<file path="src/rtl/uart_pkg.sv">
// Shared types and helpers for the UART receiver.
package uart_pkg;

  localparam int unsigned UART_STATE_W  = 3;
  localparam int unsigned UART_DIV_W    = 16;
  localparam int unsigned UART_BITS_W   = 2;
  localparam int unsigned UART_NBITS_W  = 4;
  localparam logic        UART_IDLE_LVL = 1'b1;
  localparam int unsigned UART_MIN_DIV  = 8;

  typedef enum logic [UART_STATE_W-1:0] {
    ST_IDLE   = 3'd0,
    ST_START  = 3'd1,
    ST_DATA   = 3'd2,
    ST_PARITY = 3'd3,
    ST_STOP1  = 3'd4,
    ST_STOP2  = 3'd5
  } uart_state_e;

  // Data-bit count encoding: 00=5 .. 11=8
  function automatic logic [UART_NBITS_W-1:0] cfg_bits_to_n(input logic [UART_BITS_W-1:0] bits);
    return UART_NBITS_W'(bits) + UART_NBITS_W'(5);
  endfunction

endpackage

</file>
<file path="src/rtl/uart_rx_baud_cnt.sv">
// Bit-period counter for the receiver: counts 0..div-1 and wraps.
// Tick outputs are registered and describe the count held in the current cycle.
module uart_rx_baud_cnt
  import uart_pkg::*;
(
  input  logic                  clk_i,
  input  logic                  rstn_i,
  input  logic                  clear_i,
  input  logic                  en_i,
  input  logic [UART_DIV_W-1:0] cfg_div_i,
  output logic                  tick_half_o,
  output logic                  tick_full_o
);

  logic [UART_DIV_W-1:0] div_eff;
  logic [UART_DIV_W-1:0] half_m1;
  logic [UART_DIV_W-1:0] cnt_q, cnt_d;
  logic                  tick_half_q, tick_full_q;

  // Illegal small divisors are clamped so the mid-bit point never underflows
  assign div_eff = (cfg_div_i < UART_DIV_W'(UART_MIN_DIV)) ? UART_DIV_W'(UART_MIN_DIV) : cfg_div_i;
  assign half_m1 = (div_eff >> 1) - UART_DIV_W'(1);

  // Next count: clear wins, otherwise advance and wrap
  always_comb begin
    cnt_d = cnt_q;
    if (clear_i) begin
      cnt_d = '0;
    end else if (en_i) begin
      cnt_d = (cnt_q == div_eff - UART_DIV_W'(1)) ? '0 : cnt_q + UART_DIV_W'(1);
    end
  end

  // Counter and tick registers
  always_ff @(posedge clk_i or negedge rstn_i) begin
    if (!rstn_i) begin
      cnt_q       <= '0;
      tick_half_q <= 1'b0;
      tick_full_q <= 1'b0;
    end else begin
      cnt_q       <= cnt_d;
      tick_half_q <= (cnt_d == half_m1);
      tick_full_q <= (cnt_d == div_eff - UART_DIV_W'(1));
    end
  end

  assign tick_half_o = tick_half_q;
  assign tick_full_o = tick_full_q;

endmodule

</file>
<file path="src/rtl/uart_rx.sv">
// UART receiver: synchroniser, frame FSM, shift register, even-parity check,
// valid/ready output register with overrun detection.
// Optional build macro UART_RX_MAJORITY_EN: 2-of-3 majority sampling around
// each sample point (one cycle of extra decision latency).
module uart_rx
  import uart_pkg::*;
#(
  parameter int unsigned DATA_WIDTH = 8
) (
  input  logic                   clk_i,
  input  logic                   rstn_i,
  input  logic                   rx_i,
  output logic                   busy_o,
  input  logic                   cfg_en_i,
  input  logic [UART_DIV_W-1:0]  cfg_div_i,
  input  logic                   cfg_parity_en_i,
  input  logic [UART_BITS_W-1:0] cfg_bits_i,
  input  logic                   cfg_stop_bits_i,
  output logic [DATA_WIDTH-1:0]  rx_data_o,
  output logic                   rx_valid_o,
  input  logic                   rx_ready_i,
  output logic                   err_parity_o,
  output logic                   err_frame_o,
  output logic                   err_overrun_o
);

  localparam int unsigned SHAMT_W = $clog2(DATA_WIDTH + 1);

  uart_state_e              state_q, state_d;
  logic                     sync1_q, sync2_q, rx_prev_q;
  logic                     rx_s, rx_fall;
  logic                     tick_half, tick_full, baud_clear;
  logic                     samp_val, start_stb, deliver;
  logic [UART_NBITS_W-1:0]  n_bits;
  logic [SHAMT_W-1:0]       shamt;
  logic [UART_NBITS_W-1:0]  bit_cnt_q, bit_cnt_d;
  logic [DATA_WIDTH-1:0]    shift_q, shift_d;
  logic                     par_q, par_d, perr_q, perr_d, ferr_q, ferr_d;
  logic [DATA_WIDTH-1:0]    rx_data_q, rx_data_d;
  logic                     rx_valid_q, rx_valid_d;
  logic                     err_par_q, err_par_d, err_frm_q, err_frm_d, err_ovr_q, err_ovr_d;

  assign rx_s    = sync2_q;
  assign rx_fall = rx_prev_q & ~rx_s;
  assign n_bits  = cfg_bits_to_n(cfg_bits_i);
  assign shamt   = SHAMT_W'(DATA_WIDTH) - SHAMT_W'(n_bits);

  uart_rx_baud_cnt u_baud (
    .clk_i       (clk_i),
    .rstn_i      (rstn_i),
    .clear_i     (baud_clear),
    .en_i        (1'b1),
    .cfg_div_i   (cfg_div_i),
    .tick_half_o (tick_half),
    .tick_full_o (tick_full)
  );

`ifdef UART_RX_MAJORITY_EN
  logic [1:0] hist_q;
  logic       half_dly_q;

  // Two previous line samples plus the delayed mid-bit strobe for the vote
  always_ff @(posedge clk_i or negedge rstn_i) begin
    if (!rstn_i) begin
      hist_q     <= {2{UART_IDLE_LVL}};
      half_dly_q <= 1'b0;
    end else begin
      hist_q     <= {hist_q[0], rx_s};
      half_dly_q <= tick_half;
    end
  end

  assign samp_val  = (hist_q[1] & hist_q[0]) | (hist_q[1] & rx_s) | (hist_q[0] & rx_s);
  assign start_stb = half_dly_q;
`else
  assign samp_val  = rx_s;
  assign start_stb = tick_half;
`endif

  // Line synchroniser and edge-detect history
  always_ff @(posedge clk_i or negedge rstn_i) begin
    if (!rstn_i) begin
      sync1_q   <= UART_IDLE_LVL;
      sync2_q   <= UART_IDLE_LVL;
      rx_prev_q <= UART_IDLE_LVL;
    end else begin
      sync1_q   <= rx_i;
      sync2_q   <= sync1_q;
      rx_prev_q <= sync2_q;
    end
  end

  // FSM state register
  always_ff @(posedge clk_i or negedge rstn_i) begin
    if (!rstn_i) state_q <= ST_IDLE;
    else         state_q <= state_d;
  end

  // FSM next state; disabling the receiver aborts any frame
  always_comb begin
    state_d = state_q;
    case (state_q)
      ST_IDLE:   if (cfg_en_i && rx_fall) state_d = ST_START;
      ST_START:  if (start_stb) state_d = samp_val ? ST_IDLE : ST_DATA;
      ST_DATA:   if (tick_full && (bit_cnt_q == n_bits - UART_NBITS_W'(1)))
                   state_d = cfg_parity_en_i ? ST_PARITY : ST_STOP1;
      ST_PARITY: if (tick_full) state_d = ST_STOP1;
      ST_STOP1:  if (tick_full) state_d = cfg_stop_bits_i ? ST_STOP2 : ST_IDLE;
      ST_STOP2:  if (tick_full) state_d = ST_IDLE;
      default:   state_d = ST_IDLE;
    endcase
    if (!cfg_en_i) state_d = ST_IDLE;
  end

  // Datapath and output next values for each state
  always_comb begin
    baud_clear = 1'b0;
    deliver    = 1'b0;
    bit_cnt_d  = bit_cnt_q;
    shift_d    = shift_q;
    par_d      = par_q;
    perr_d     = perr_q;
    ferr_d     = ferr_q;
    rx_data_d  = rx_data_q;
    rx_valid_d = rx_valid_q;
    err_par_d  = 1'b0;
    err_frm_d  = 1'b0;
    err_ovr_d  = 1'b0;

    if (rx_valid_q && rx_ready_i) rx_valid_d = 1'b0;

    case (state_q)
      ST_IDLE: begin
        baud_clear = 1'b1;
        bit_cnt_d  = '0;
        shift_d    = '0;
        par_d      = 1'b0;
        perr_d     = 1'b0;
        ferr_d     = 1'b0;
      end
      ST_START:  if (start_stb) baud_clear = 1'b1;
      ST_DATA: if (tick_full) begin
        shift_d   = {samp_val, shift_q[DATA_WIDTH-1:1]};
        par_d     = par_q ^ samp_val;
        bit_cnt_d = bit_cnt_q + UART_NBITS_W'(1);
      end
      ST_PARITY: if (tick_full) perr_d = par_q ^ samp_val;
      ST_STOP1: if (tick_full) begin
        ferr_d  = ferr_q | ~samp_val;
        deliver = ~cfg_stop_bits_i;
      end
      ST_STOP2: if (tick_full) begin
        ferr_d  = ferr_q | ~samp_val;
        deliver = 1'b1;
      end
      default: ;
    endcase

    // A frame still unread blocks the new one unless it is taken this cycle
    if (deliver && cfg_en_i) begin
      err_par_d = perr_q;
      err_frm_d = ferr_d;
      if (rx_valid_q && !rx_ready_i) begin
        err_ovr_d = 1'b1;
      end else begin
        rx_data_d  = shift_q >> shamt;
        rx_valid_d = 1'b1;
      end
    end
  end

  // Datapath and output registers
  always_ff @(posedge clk_i or negedge rstn_i) begin
    if (!rstn_i) begin
      bit_cnt_q  <= '0;
      shift_q    <= '0;
      par_q      <= 1'b0;
      perr_q     <= 1'b0;
      ferr_q     <= 1'b0;
      rx_data_q  <= '0;
      rx_valid_q <= 1'b0;
      err_par_q  <= 1'b0;
      err_frm_q  <= 1'b0;
      err_ovr_q  <= 1'b0;
    end else begin
      bit_cnt_q  <= bit_cnt_d;
      shift_q    <= shift_d;
      par_q      <= par_d;
      perr_q     <= perr_d;
      ferr_q     <= ferr_d;
      rx_data_q  <= rx_data_d;
      rx_valid_q <= rx_valid_d;
      err_par_q  <= err_par_d;
      err_frm_q  <= err_frm_d;
      err_ovr_q  <= err_ovr_d;
    end
  end

  assign busy_o        = (state_q != ST_IDLE);
  assign rx_data_o     = rx_data_q;
  assign rx_valid_o    = rx_valid_q;
  assign err_parity_o  = err_par_q;
  assign err_frame_o   = err_frm_q;
  assign err_overrun_o = err_ovr_q;

endmodule

</file>
<file path="config.mk">
export PLATFORM = sky130hd
export DESIGN_NAME = uart_rx
export DESIGN_NICKNAME = d
export VERILOG_FILES = /design/src/rtl/uart_pkg.sv /design/src/rtl/uart_rx_baud_cnt.sv /design/src/rtl/uart_rx.sv
export SDC_FILE = /design/constraint.sdc
export NUM_CORES = 1
export LEC_CHECK = 0
export BUFFER_PORTS_ARGS = -buffer_cell sky130_fd_sc_hd__buf_2
export CORE_ASPECT_RATIO = 1.4
export CORE_UTILIZATION = 50
export DETAILED_ROUTE_END_ITERATION = 8
export GPL_TIMING_DRIVEN = 1
export PLACE_DENSITY = 0.72
export SLEW_MARGIN = 40
export SYNTH_ARGS = -nofsm -noshare
export SYNTH_HDL_FRONTEND = slang
export SYNTH_SLANG_ARGS = --single-unit
</file>
<file path="constraint.sdc">
create_clock -name clk_i -period 9.5 [get_ports clk_i]
set_input_delay 1.9 -clock clk_i [delete_from_list [all_inputs] [get_ports clk_i]]
set_output_delay 1.9 -clock clk_i [all_outputs]
set_load 0.03 [all_outputs]
</file>
[Word-level counts from Yosys, hierarchy flattened]
Index checks and enable logic that the tools add are counted.
Word-level totals
  flip-flop bits (word level): 51
  output and inout port bits: 13
  input bits: 25
  word-level logic and storage cells: 99
Operators by class
  order comparisons: 1
  shift-type cells: 1
  equal/unequal tests: 17
  reductions and logical operators: 15
  $add $sub $neg: 7
  bitwise operators: 6
  multiplexer cells: 35
Operators by type and width (number)
  $eq 16x16->1: 3
  $mux 16: 3
  $mux 3: 9
  $pmux 3 s6: 1
  $add 16x1->16 const B: 1
  $lt 16x4->1 const B: 1
  $pmux 8 s2: 1
  $sub 15x1->16 const B: 1
  $sub 16x1->16 const B: 1
  $mux 1: 12
  $ne 3x2->1 const B: 4
  $pmux 1 s2: 5
  $mux 8: 1
  $pmux 4 s2: 1
  $shr 8x4->8: 1
  $eq 3x2->1 const B: 2
  $eq 3x3->1 const B: 2
  $ne 3x3->1 const B: 2
  $reduce_and 2->1: 3
  $reduce_and 6->1: 1
  $logic_and 1x1->1: 5
  $add 2x3->4 const B: 1
  $add 4x1->4 const B: 1
  $eq 4x4->1: 1
  other kinds (15): 19

[Longest topological paths before layout]
Gate-level depths: netlist (run 1).
  word-level depth: 7
  mapped depth: 19
  mapped depth without buffers: 14

[Hierarchy]
From an unflattened synthesis (run 1), not the netlist that was laid out.
Second synthesis, totals
  cells, all modules: 545
  area total of the unflattened synthesis: 4634.4 sq um
By module, submodules not included
  uart_rx_baud_cnt: sequential area each 450.4 sq um, cells each 387, area an instance 2895.3 sq um, times used 1
  uart_rx: sequential area each 829.5 sq um, cells each 158, area an instance 1739.2 sq um, times used 1

[Worst setup path after synthesis (run 1)]
OpenSTA, ideal clock, no wires.
  kind: input port to flip-flop
  start: in cfg_div_i[6]
  end: reg u_baud.tick_full_q (netlist: u_baud.tick_full_o)
  path slack: 3.432 ns
  library setup time: 0.111 ns
  buffers on the path: 5
  data arrival time: 5.957 ns
  data required time: 9.389 ns
  stages on the path: 19
  path through: buf_6 nor4_2 nand4_1 buf_2 nand2_1 ha_1 buf_2 or4b_2 o31a_1 a21oi_1 xnor2_1 nor3_1 nand4_2 buf_6 buf_6 a31o_2 a22oi_1 nand4_1 a2111oi_2
Between the ends
  word-level cells in the longest chain between the ends: 7
RTL lines
  start, declared: RTL line uart_rx.sv:15  | input logic [UART_DIV_W-1:0] cfg_div_i,
  $lt 16x4->1: RTL line uart_rx_baud_cnt.sv:21  | assign div_eff = (cfg_div_i < UART_DIV_W'(UART_MIN_DIV)) ? UART_DIV_W'(UART_MIN_DIV) : cfg_div_i;
  $mux 16 (*): RTL line uart_rx_baud_cnt.sv:21
  $sub 16x1->16 (*): RTL line uart_rx_baud_cnt.sv:30, uart_rx_baud_cnt.sv:43
  $eq 16x16->1: RTL line uart_rx_baud_cnt.sv:30  | cnt_d = (cnt_q == div_eff - UART_DIV_W'(1)) ? '0 : cnt_q + UART_DIV_W'(1);
  $mux 16: RTL line uart_rx_baud_cnt.sv:30
  $mux 16: RTL line uart_rx_baud_cnt.sv:27  | if (clear_i) begin
  $eq 16x16->1 (*): RTL line uart_rx_baud_cnt.sv:43  | tick_full_q <= (cnt_d == div_eff - UART_DIV_W'(1));
  end signal, assigned: RTL line uart_rx_baud_cnt.sv:43
  end, declared: RTL line uart_rx_baud_cnt.sv:18  | logic tick_half_q, tick_full_q;
Mark *: on every way between the ends. The rest lies on a longest branch, timed or not.
A chain may end at the register's enable or synchronous reset.

[Final worst setup path (run 1)]
  start: in cfg_div_i[6]
  end: reg u_baud.tick_half_q (netlist: u_baud.tick_half_o)
Between the ends
  word-level cells in the longest chain between the ends: 7
  elaborated cells on any way between the ends: 8
  classes of those cells: add/sub: 2; order compare: 1; eq/ne: 2; mux: 3
RTL lines
  $lt 16x4->1: RTL line uart_rx_baud_cnt.sv:21
  $mux 16 (*): RTL line uart_rx_baud_cnt.sv:21
  $sub 16x1->16: RTL line uart_rx_baud_cnt.sv:30
  $eq 16x16->1: RTL line uart_rx_baud_cnt.sv:30
  $mux 16: RTL line uart_rx_baud_cnt.sv:30
  $mux 16: RTL line uart_rx_baud_cnt.sv:27
  $eq 16x16->1 (*): RTL line uart_rx_baud_cnt.sv:42  | tick_half_q <= (cnt_d == half_m1);
  end signal, assigned: RTL line uart_rx_baud_cnt.sv:42
  end, declared: RTL line uart_rx_baud_cnt.sv:18
Marks and branches as above.

==> results of run 1 <==
-- report_power, final --
part	switching [W]	internal, W	leakage, nW
Clock	0.0000772	0.0000962	0.0733
Combinational	0.0000618	0.0000296	1.17
Sequential	0.00000406	0.000219	0.701
Total	0.000143	0.000345	1.94
-- layout by cell type (no fill, tap or decap), types with 4 or more instances in the layout --
cell and count:
ha_1 4, nand3_1 24, mux2_2 7, clkbuf_16 5, nor2_1 44, dfrtp_1 48
nand2b_1 7, o211ai_1 4, a21oi_1 13, a31o_2 4, nand2_1 77, inv_1 13
or3_1 6, and3_1 9, a21boi_0 4, o21a_1 4, buf_2 36, nand4_1 17
xnor2_1 35, nor4_1 17, o31ai_1 7, a22oi_1 5, nor2b_1 6, xor2_1 29
nor3_1 19, mux2i_1 5, o21ai_0 38, a211oi_1 4
-- final timing paths --
check	from	to	cells past startpoint
worst max-delay path	cfg_div_i[6]	u_baud.tick_half_o$_DFF_PN0_	15
worst min-delay path	sync1_q$_DFF_PN1_	rx_s$_DFF_PN1_	0
worst max register to register	u_baud.cnt_q[5]$_DFF_PN0_	u_baud.tick_full_o$_DFF_PN0_	10
worst min register to register	sync1_q$_DFF_PN1_	rx_s$_DFF_PN1_	0
max in group asynchronous	rstn_i	par_q$_DFFE_PN0P_	1
min in group asynchronous	rstn_i	rx_data_o[0]$_DFFE_PN0P_	1
-- routing by layer --
metal	up-vias	routed length [um]	global-route usage, %
li1	2032	-	-
met3	64	719	2.90
met2	202	6510	50.4
met1	2044	4850	32.1
met5	-	0	0
met4	0	1110	25.4
-- layout make-up --
cell class / instances / area, um^2 / share of cell area, %
Timing Repair Buffer: 40 / 214 / 4.51
Clock inverter: 3 / 15.0 / 0.317
Multi-Input combinational cell: 454 / 2920 / 61.6
Tap cell: 105 / 131 / 2.77
Sequential cell: 51 / 1280 / 27.0
Inverter: 15 / 56.3 / 1.19
Clock buffer: 5 / 125 / 2.64
-- sequential cells by signal, summed over array words and instances, names as in the netlist --
signal,count
u_baud.tick_half_o,1
shift_q,8
err_overrun_o,1
par_q,1
state_q,3
rx_data_o,8
u_baud.tick_full_o,1
ferr_q,1
err_frame_o,1
u_baud.cnt_q,16
bit_cnt_q,4
sync1_q,1
perr_q,1
rx_valid_o,1
rx_s,1
rx_prev_q,1
err_parity_o,1
-- through the flow --
| step | total power (W) | utilization (%) | std cells | hold slack (ns) | worst slack, ns |
|---|---|---|---|---|---|
| after floorplan | 0.000288 | - | 556 | 0.345 | 3.43 |
| after global placement | 0.000315 | 53.3 | 664 | 0.347 | 2.27 |
| after detailed placement | 0.000316 | 53.5 | 665 | 0.347 | 2.20 |
| after CTS | 0.000487 | 55.1 | 673 | 0.357 | 2.48 |
| after global routing | 0.000507 | 55.1 | 673 | 0.358 | 1.85 |
| final | 0.000488 | 55.1 | 673 | 0.356 | 2.40 |
-- kinds of logic (layout without fill, tap and decap cells) --
family | Yosys count | count (layout) | synth area share, %
buf+inv | 51 | 63 | 5.14
xor+xnor | 65 | 65 | 13.2
fa+ha+maj | 4 | 4 | 1.13
compound gates | 116 | 116 | 18.1
simple gates | 257 | 257 | 30.6
flops | 51 | 51 | 28.9
mux | 12 | 12 | 2.91
-- critical path, cell delays in order --
cell	delay, ns
buf_2	0.16
nor4_2	0.62
nand4_1	0.58
nand2_1	0.33
ha_1	0.36
or4b_2	0.68
o31a_1	0.27
a21oi_1	0.38
xnor2_1	0.22
nor3_1	0.11
nand4_2	0.38
nand2_4	0.27
or3_1	0.46
mux2_2	0.28
a2111oi_2	0.26
==> results.sh, run 1 <==
export IMPL_fillCellCount=849
export IMPL_placed_cell_area_mm2=0.00460
export IMPL_finClkSkew_ns=0.00855
export IMPL_p_leak_nw=1.94
export IMPL_drt_iter0_drc=237
export IMPL_start_kind="input pin"
export IMPL_die_area_mm2=0.00924
export IMPL_post_cts_buffers=0
export IMPL_maxCapViolCount=0
export IMPL_first_pass_iters=5
export IMPL_final_setup_tns_ns=0
export IMPL_cp_max_fo=26
export IMPL_crit_type="input pin to register"
export IMPL_rsz0062_at_grt="no"
export IMPL_rows=40
export IMPL_ys_types=69
export IMPL_worstSetupEndpointType="register"
export IMPL_track_usage_pct=29.7
export IMPL_avgSynthCellArea_um2=7.96
export IMPL_yosys_warnings=0
export IMPL_die_width_um=81.5
export IMPL_clockBufferDepth=2
export IMPL_cts_buffers=5
export IMPL_drc=0
export IMPL_ctsHoldBuffers=0
export IMPL_gp_congestion=1.02
export IMPL_start_util_pct=51.4
export IMPL_grt_first_pass_wirelength_um=20700
export IMPL_slew_violations=0
export IMPL_required_ns=9.69
export IMPL_fin_nets=596
export IMPL_grt_overflow=0
export IMPL_synth_ff_type="dfrtp_1"
export IMPL_antenna_found_initial=0
export IMPL_ir_drop_mv=0.121
export IMPL_cts_sinks=51
export IMPL_hp_class="register to register"
export IMPL_dp_hpwl_um=10200
export IMPL_fmax_ghz=0.141
export IMPL_cts_tree="yes"
export IMPL_fin_area_mm2=0.00474
export IMPL_synthCells=556
export IMPL_grt_max_degree=52
export IMPL_period_needed_ns=7.10
export IMPL_relSlewSlack_pct=44.2
export IMPL_cts_htree_levels=2
export IMPL_num_vias=4342
export IMPL_seq_area_frac_synth_pct=28.9
export IMPL_ys_ff_latch=51
export IMPL_route_detailed_wl_per_inst_um=19.6
export IMPL_synth_common_cells="77 x nand2_1, 48 x dfrtp_1, 45 x nor2_1"
export IMPL_p_per_area_mw_per_mm2=103
export IMPL_synth_most_common_cell="nand2_1"
export IMPL_cts_root_buf="clkbuf_16"
export IMPL_hold_viol_final=0
export IMPL_die_h_um=113
export IMPL_synth_edf_count=0
export IMPL_ant_nets=0
export IMPL_r2r_slack_ns=5.78
export IMPL_io_pins=38
export IMPL_clk_latency_ns=0.29
export IMPL_vias_per_cell=6.45
export IMPL_synth_area_mm2=0.00443
export IMPL_clk_pin_slew_ns=0.07
export IMPL_syn2layout_area_growth_pct=7.15
export IMPL_status="completed"
export IMPL_synthesis_nets=585
export IMPL_num_antenna_cells=0
export IMPL_worstPathArrival_ns=7.30
export IMPL_routed_wl_um=13200
export IMPL_grt_pass1_vias=4068
export IMPL_ctsResizeCount=0
export IMPL_setup_viol=0
export IMPL_worst_pin_slew_ns=0.829
export IMPL_io_buffers=37
export IMPL_core_mm2=0.00861
export IMPL_yosys_area_top_type_share_pct=27.1
export IMPL_async_flop_share_pct=100
export IMPL_drive_gt1_share_pct=14.4
export IMPL_synthTopCellsByArea="dfrtp_1 27%, xnor2_1 6.9%, nand2_1 6.5%, xor2_1 5.7%, o21ai_0 4.3%"
export IMPL_post_route_period_util_pct=74.8
export IMPL_yosys_area_top_type="dfrtp_1"
No activity file was read; power rests on OpenSTA's default activity.
==> inputs of run 2 (changes only) <==
--- a/config.mk
+++ b/config.mk
@@ -5,6 +5,7 @@
 export SDC_FILE = /design/constraint.sdc
 export NUM_CORES = 1
 export LEC_CHECK = 0
+export ABC_AREA = 1
 export BUFFER_PORTS_ARGS = -buffer_cell sky130_fd_sc_hd__buf_2
 export CORE_ASPECT_RATIO = 1.4
 export CORE_UTILIZATION = 50
==> constraint.sdc (replaced) <==
create_clock -name clk_i -period 6.7 [get_ports clk_i]
set_input_delay 1.34 -clock clk_i [delete_from_list [all_inputs] [get_ports clk_i]]
set_output_delay 1.34 -clock clk_i [all_outputs]
set_load 0.03 [all_outputs]
==> run 2 against run 1 <==
Against the previous run:
- routed wire length fell by 9.9%
- critical path type unchanged
- die area decreased by 3.8%
- via count increased by 0.92%
- first-iteration DRC count fell by 15%
- largest power group unchanged
==> results.sh, run 2 <==
export IMPL_synthesis_nets=721
export IMPL_clock_power_share_pct=30.4
export IMPL_antenna_found_initial=0
export IMPL_synth_area_mm2=0.00425
export IMPL_r2r_slack_ns=3.83
export IMPL_grt_util_met3_pct=2.96
export IMPL_worst_pin_slew_ns=0.680
export IMPL_post_route_period_util_pct=71.8
export IMPL_synthCells=692
export IMPL_clk_pin_slew_ns=0.07
export IMPL_worstPathArrival_ns=5.03
export IMPL_whs_path_depth=0
export IMPL_start_util_pct=51.9
export IMPL_core_mm2=0.00820
export IMPL_pwr_share_comb_pct=31.4
export IMPL_largest_reg_flops=16
export IMPL_cp_startpoint="cfg_div_i[8]"
export IMPL_r2r_cells=16
export IMPL_routed_wl_um=11900
export IMPL_track_usage_pct=28.5
export IMPL_io_pins=38
export IMPL_grt_first_pass_wirelength_um=19600
export IMPL_hp_class="register to register"
export IMPL_hold_end="rx_s$_DFF_PN1_"
export IMPL_fmax_ghz=0.208
export IMPL_p_seq_share_pct=38.2
export IMPL_hold_viol_final=0
export IMPL_yosys_warnings=0
export IMPL_power_w=0.000874
export IMPL_crit_type="input pin to register"
export IMPL_synth_most_common_cell="nand2_1"
export IMPL_ys_types=37
export IMPL_cp_max_fo=42
export IMPL_dp_hpwl_um=9730
export IMPL_cts_sinks=51
export IMPL_die_area_mm2=0.00888
export IMPL_drive_gt1_share_pct=11.0
export IMPL_required_ns=6.92
export IMPL_seq_area_frac_synth_pct=30.1
export IMPL_period_needed_ns=4.81
export IMPL_num_vias=4382
export IMPL_p_per_area_mw_per_mm2=187
export IMPL_post_cts_buffers=0
export IMPL_slew_violations=0
export IMPL_worstSetupEndpointType="register"
export IMPL_grt_max_degree=52
export IMPL_num_antenna_cells=0
export IMPL_clockBufferDepth=2
export IMPL_grt_overflow=0
export IMPL_synth_edf_count=0
export IMPL_rows=39
export IMPL_cts_htree_levels=2
export IMPL_drt_iter0_drc=201
export IMPL_route_detailed_wl_per_inst_um=14.3
export IMPL_die_width_um=79.9
export IMPL_grt_met1_usage_pct=32.4
export IMPL_vias_per_cell=5.29
export IMPL_layout_common_cells="209 x nand2_1, 117 x inv_1, 96 x nand3_1, 65 x nor2_1, 48 x dfrtp_1"
export IMPL_io_buffers=37
export IMPL_relSlewSlack_pct=54.6
export IMPL_status="completed"
export IMPL_die_h_um=111
export IMPL_hp_start="sync1_q$_DFF_PN1_"
export IMPL_drc=0
export IMPL_fin_util_pct=56.9
export IMPL_ctsResizeCount=0
export IMPL_syn2layout_area_growth_pct=9.77
export IMPL_synthTopCellsByArea="dfrtp_1 28%, nand2_1 18%, nand3_1 11%, inv_1 10%, nor2_1 5.8%"
export IMPL_p_leak_nw=2.54
export IMPL_timing_rr_start="u_baud.cnt_q[0]$_DFF_PN0_"
export IMPL_maxCapViolCount=0
export IMPL_cts_tree="yes"
export IMPL_swShare_pct=37.8
export IMPL_async_flop_share_pct=100
export IMPL_r2r_end="u_baud.tick_half_o$_DFF_PN0_"
export IMPL_clk_latency_ns=0.29
export IMPL_busiest_layer="met2"
export IMPL_grtUsageMet2_pct=51.4
export IMPL_ant_nets=0
export IMPL_ys_ff_latch=51
export IMPL_fin_nets=755
export IMPL_setup_viol=0
export IMPL_cts_buffers=5
export IMPL_yosys_area_top_type="dfrtp_1"
export IMPL_yosys_area_top_type_share_pct=28.2
export IMPL_avgSynthCellArea_um2=6.15
export IMPL_gp_congestion=0.979
export IMPL_first_pass_iters=6
export IMPL_ctsHoldBuffers=0
export IMPL_final_common_cell="nand2_1"
export IMPL_ir_drop_mv=0.152
export IMPL_power_switching_w=0.000330
export IMPL_internal_power_w=0.000544
export IMPL_start_kind="input pin"
export IMPL_cts_root_buf="clkbuf_16"
export IMPL_synth_common_cells="209 x nand2_1, 117 x inv_1, 96 x nand3_1"
export IMPL_synth_ff_type="dfrtp_1"
export IMPL_final_setup_tns_ns=0
export IMPL_finClkSkew_ns=0.00766
export IMPL_rsz0062_at_grt="no"
export IMPL_regMostFlops="u_baud.cnt_q"
export IMPL_grt_pass1_vias=4130
[run 2: cell count changes after synthesis, sizes merged, moves of 20 or more]
cell	change
clkbuf	-20
inv	+108
nand2	+142
nand3	+74
nor2	+30
xnor2	-32
[run 2: final cells by class]
cell class,count,area [um^2]
Timing Repair Buffer,39,200
Inverter,123,462
Tap cell,102,128
Clock inverter,2,16.3
Multi-Input combinational cell,506,2440
Sequential cell,51,1280
Clock buffer,6,139
Fill cell,841,3530
[run 2: how the worst max path moves through the flow]
stage	to	slack, ns	cells after the start
after global placement	u_baud.tick_full_o$_DFF_PN0_	1.70	23
final	u_baud.tick_full_o$_DFF_PN0_	1.89	23
after CTS	u_baud.tick_full_o$_DFF_PN0_	1.93	23
after detailed placement	u_baud.tick_full_o$_DFF_PN0_	1.64	23
after global routing	u_baud.tick_full_o$_DFF_PN0_	1.54	23
after floorplan	u_baud.tick_half_o$_DFF_PN0_	2.93	26
[run 2: kinds of logic after synthesis]
kind of cell	Yosys count	synth area share, %
AND/OR/NAND/NOR	427	44.9
buffers and inverters	135	12.5
AO/OA/AOI/OAI	56	7.38
flip-flops	51	30.1
XOR/XNOR	17	3.50
adder cells (fa/ha/maj)	4	1.18
multiplexers	2	0.471
[run 2: per-layer routing]
layer | wire length (um) | vias to the layer above | share of wire, %
li1 | - | 2246 | -
met1 | 4840 | 1980 | 41
met2 | 6120 | 126 | 51
met3 | 395 | 30 | 3.3
met4 | 524 | 0 | 4.4
met5 | 0 | - | 0
[run 2: power groups by stage]
stage / Clock (W) / Sequential (W) / Combinational (W)
4_1_cts: 0.000270 / 0.000333 / 0.000272
5_1_grt: 0.000286 / 0.000335 / 0.000309
2_1_floorplan: 0 / 0.000336 / 0.000189
3_3_place_gp: 0 / 0.000338 / 0.000269
3_5_place_dp: 0 / 0.000339 / 0.000271
6_report: 0.000266 / 0.000334 / 0.000274
[run 2: critical path, stage by stage]
cell	delay [ns]
buf_2	0.14
nor2_2	0.16
nand2_1	0.10
nor2_4	0.11
nand2_2	0.20
nand2_1	0.22
ha_1	0.19
inv_1	0.14
a21oi_4	0.29
nand3_1	0.11
nand2_1	0.11
nand2_1	0.12
nand2_1	0.12
nand3_1	0.11
nor2_2	0.17
nand4_4	0.53
nand2_1	0.31
nand2_1	0.08
nand2_1	0.08
nand2_1	0.10
nor2_1	0.09
nand2_1	0.06
nor2_1	0.11
[run 2: through the flow]
step                std cells  area, um^2  hold slack, ns  setup WS [ns]
CTS                       829        4670           0.360           1.93
detailed placement        821        4510           0.350           1.64
global placement          821        4510           0.349           1.70
global route              829        4670           0.364           1.54
finish                    829        4670           0.358           1.89
floorplan                 692        4250           0.345           2.93
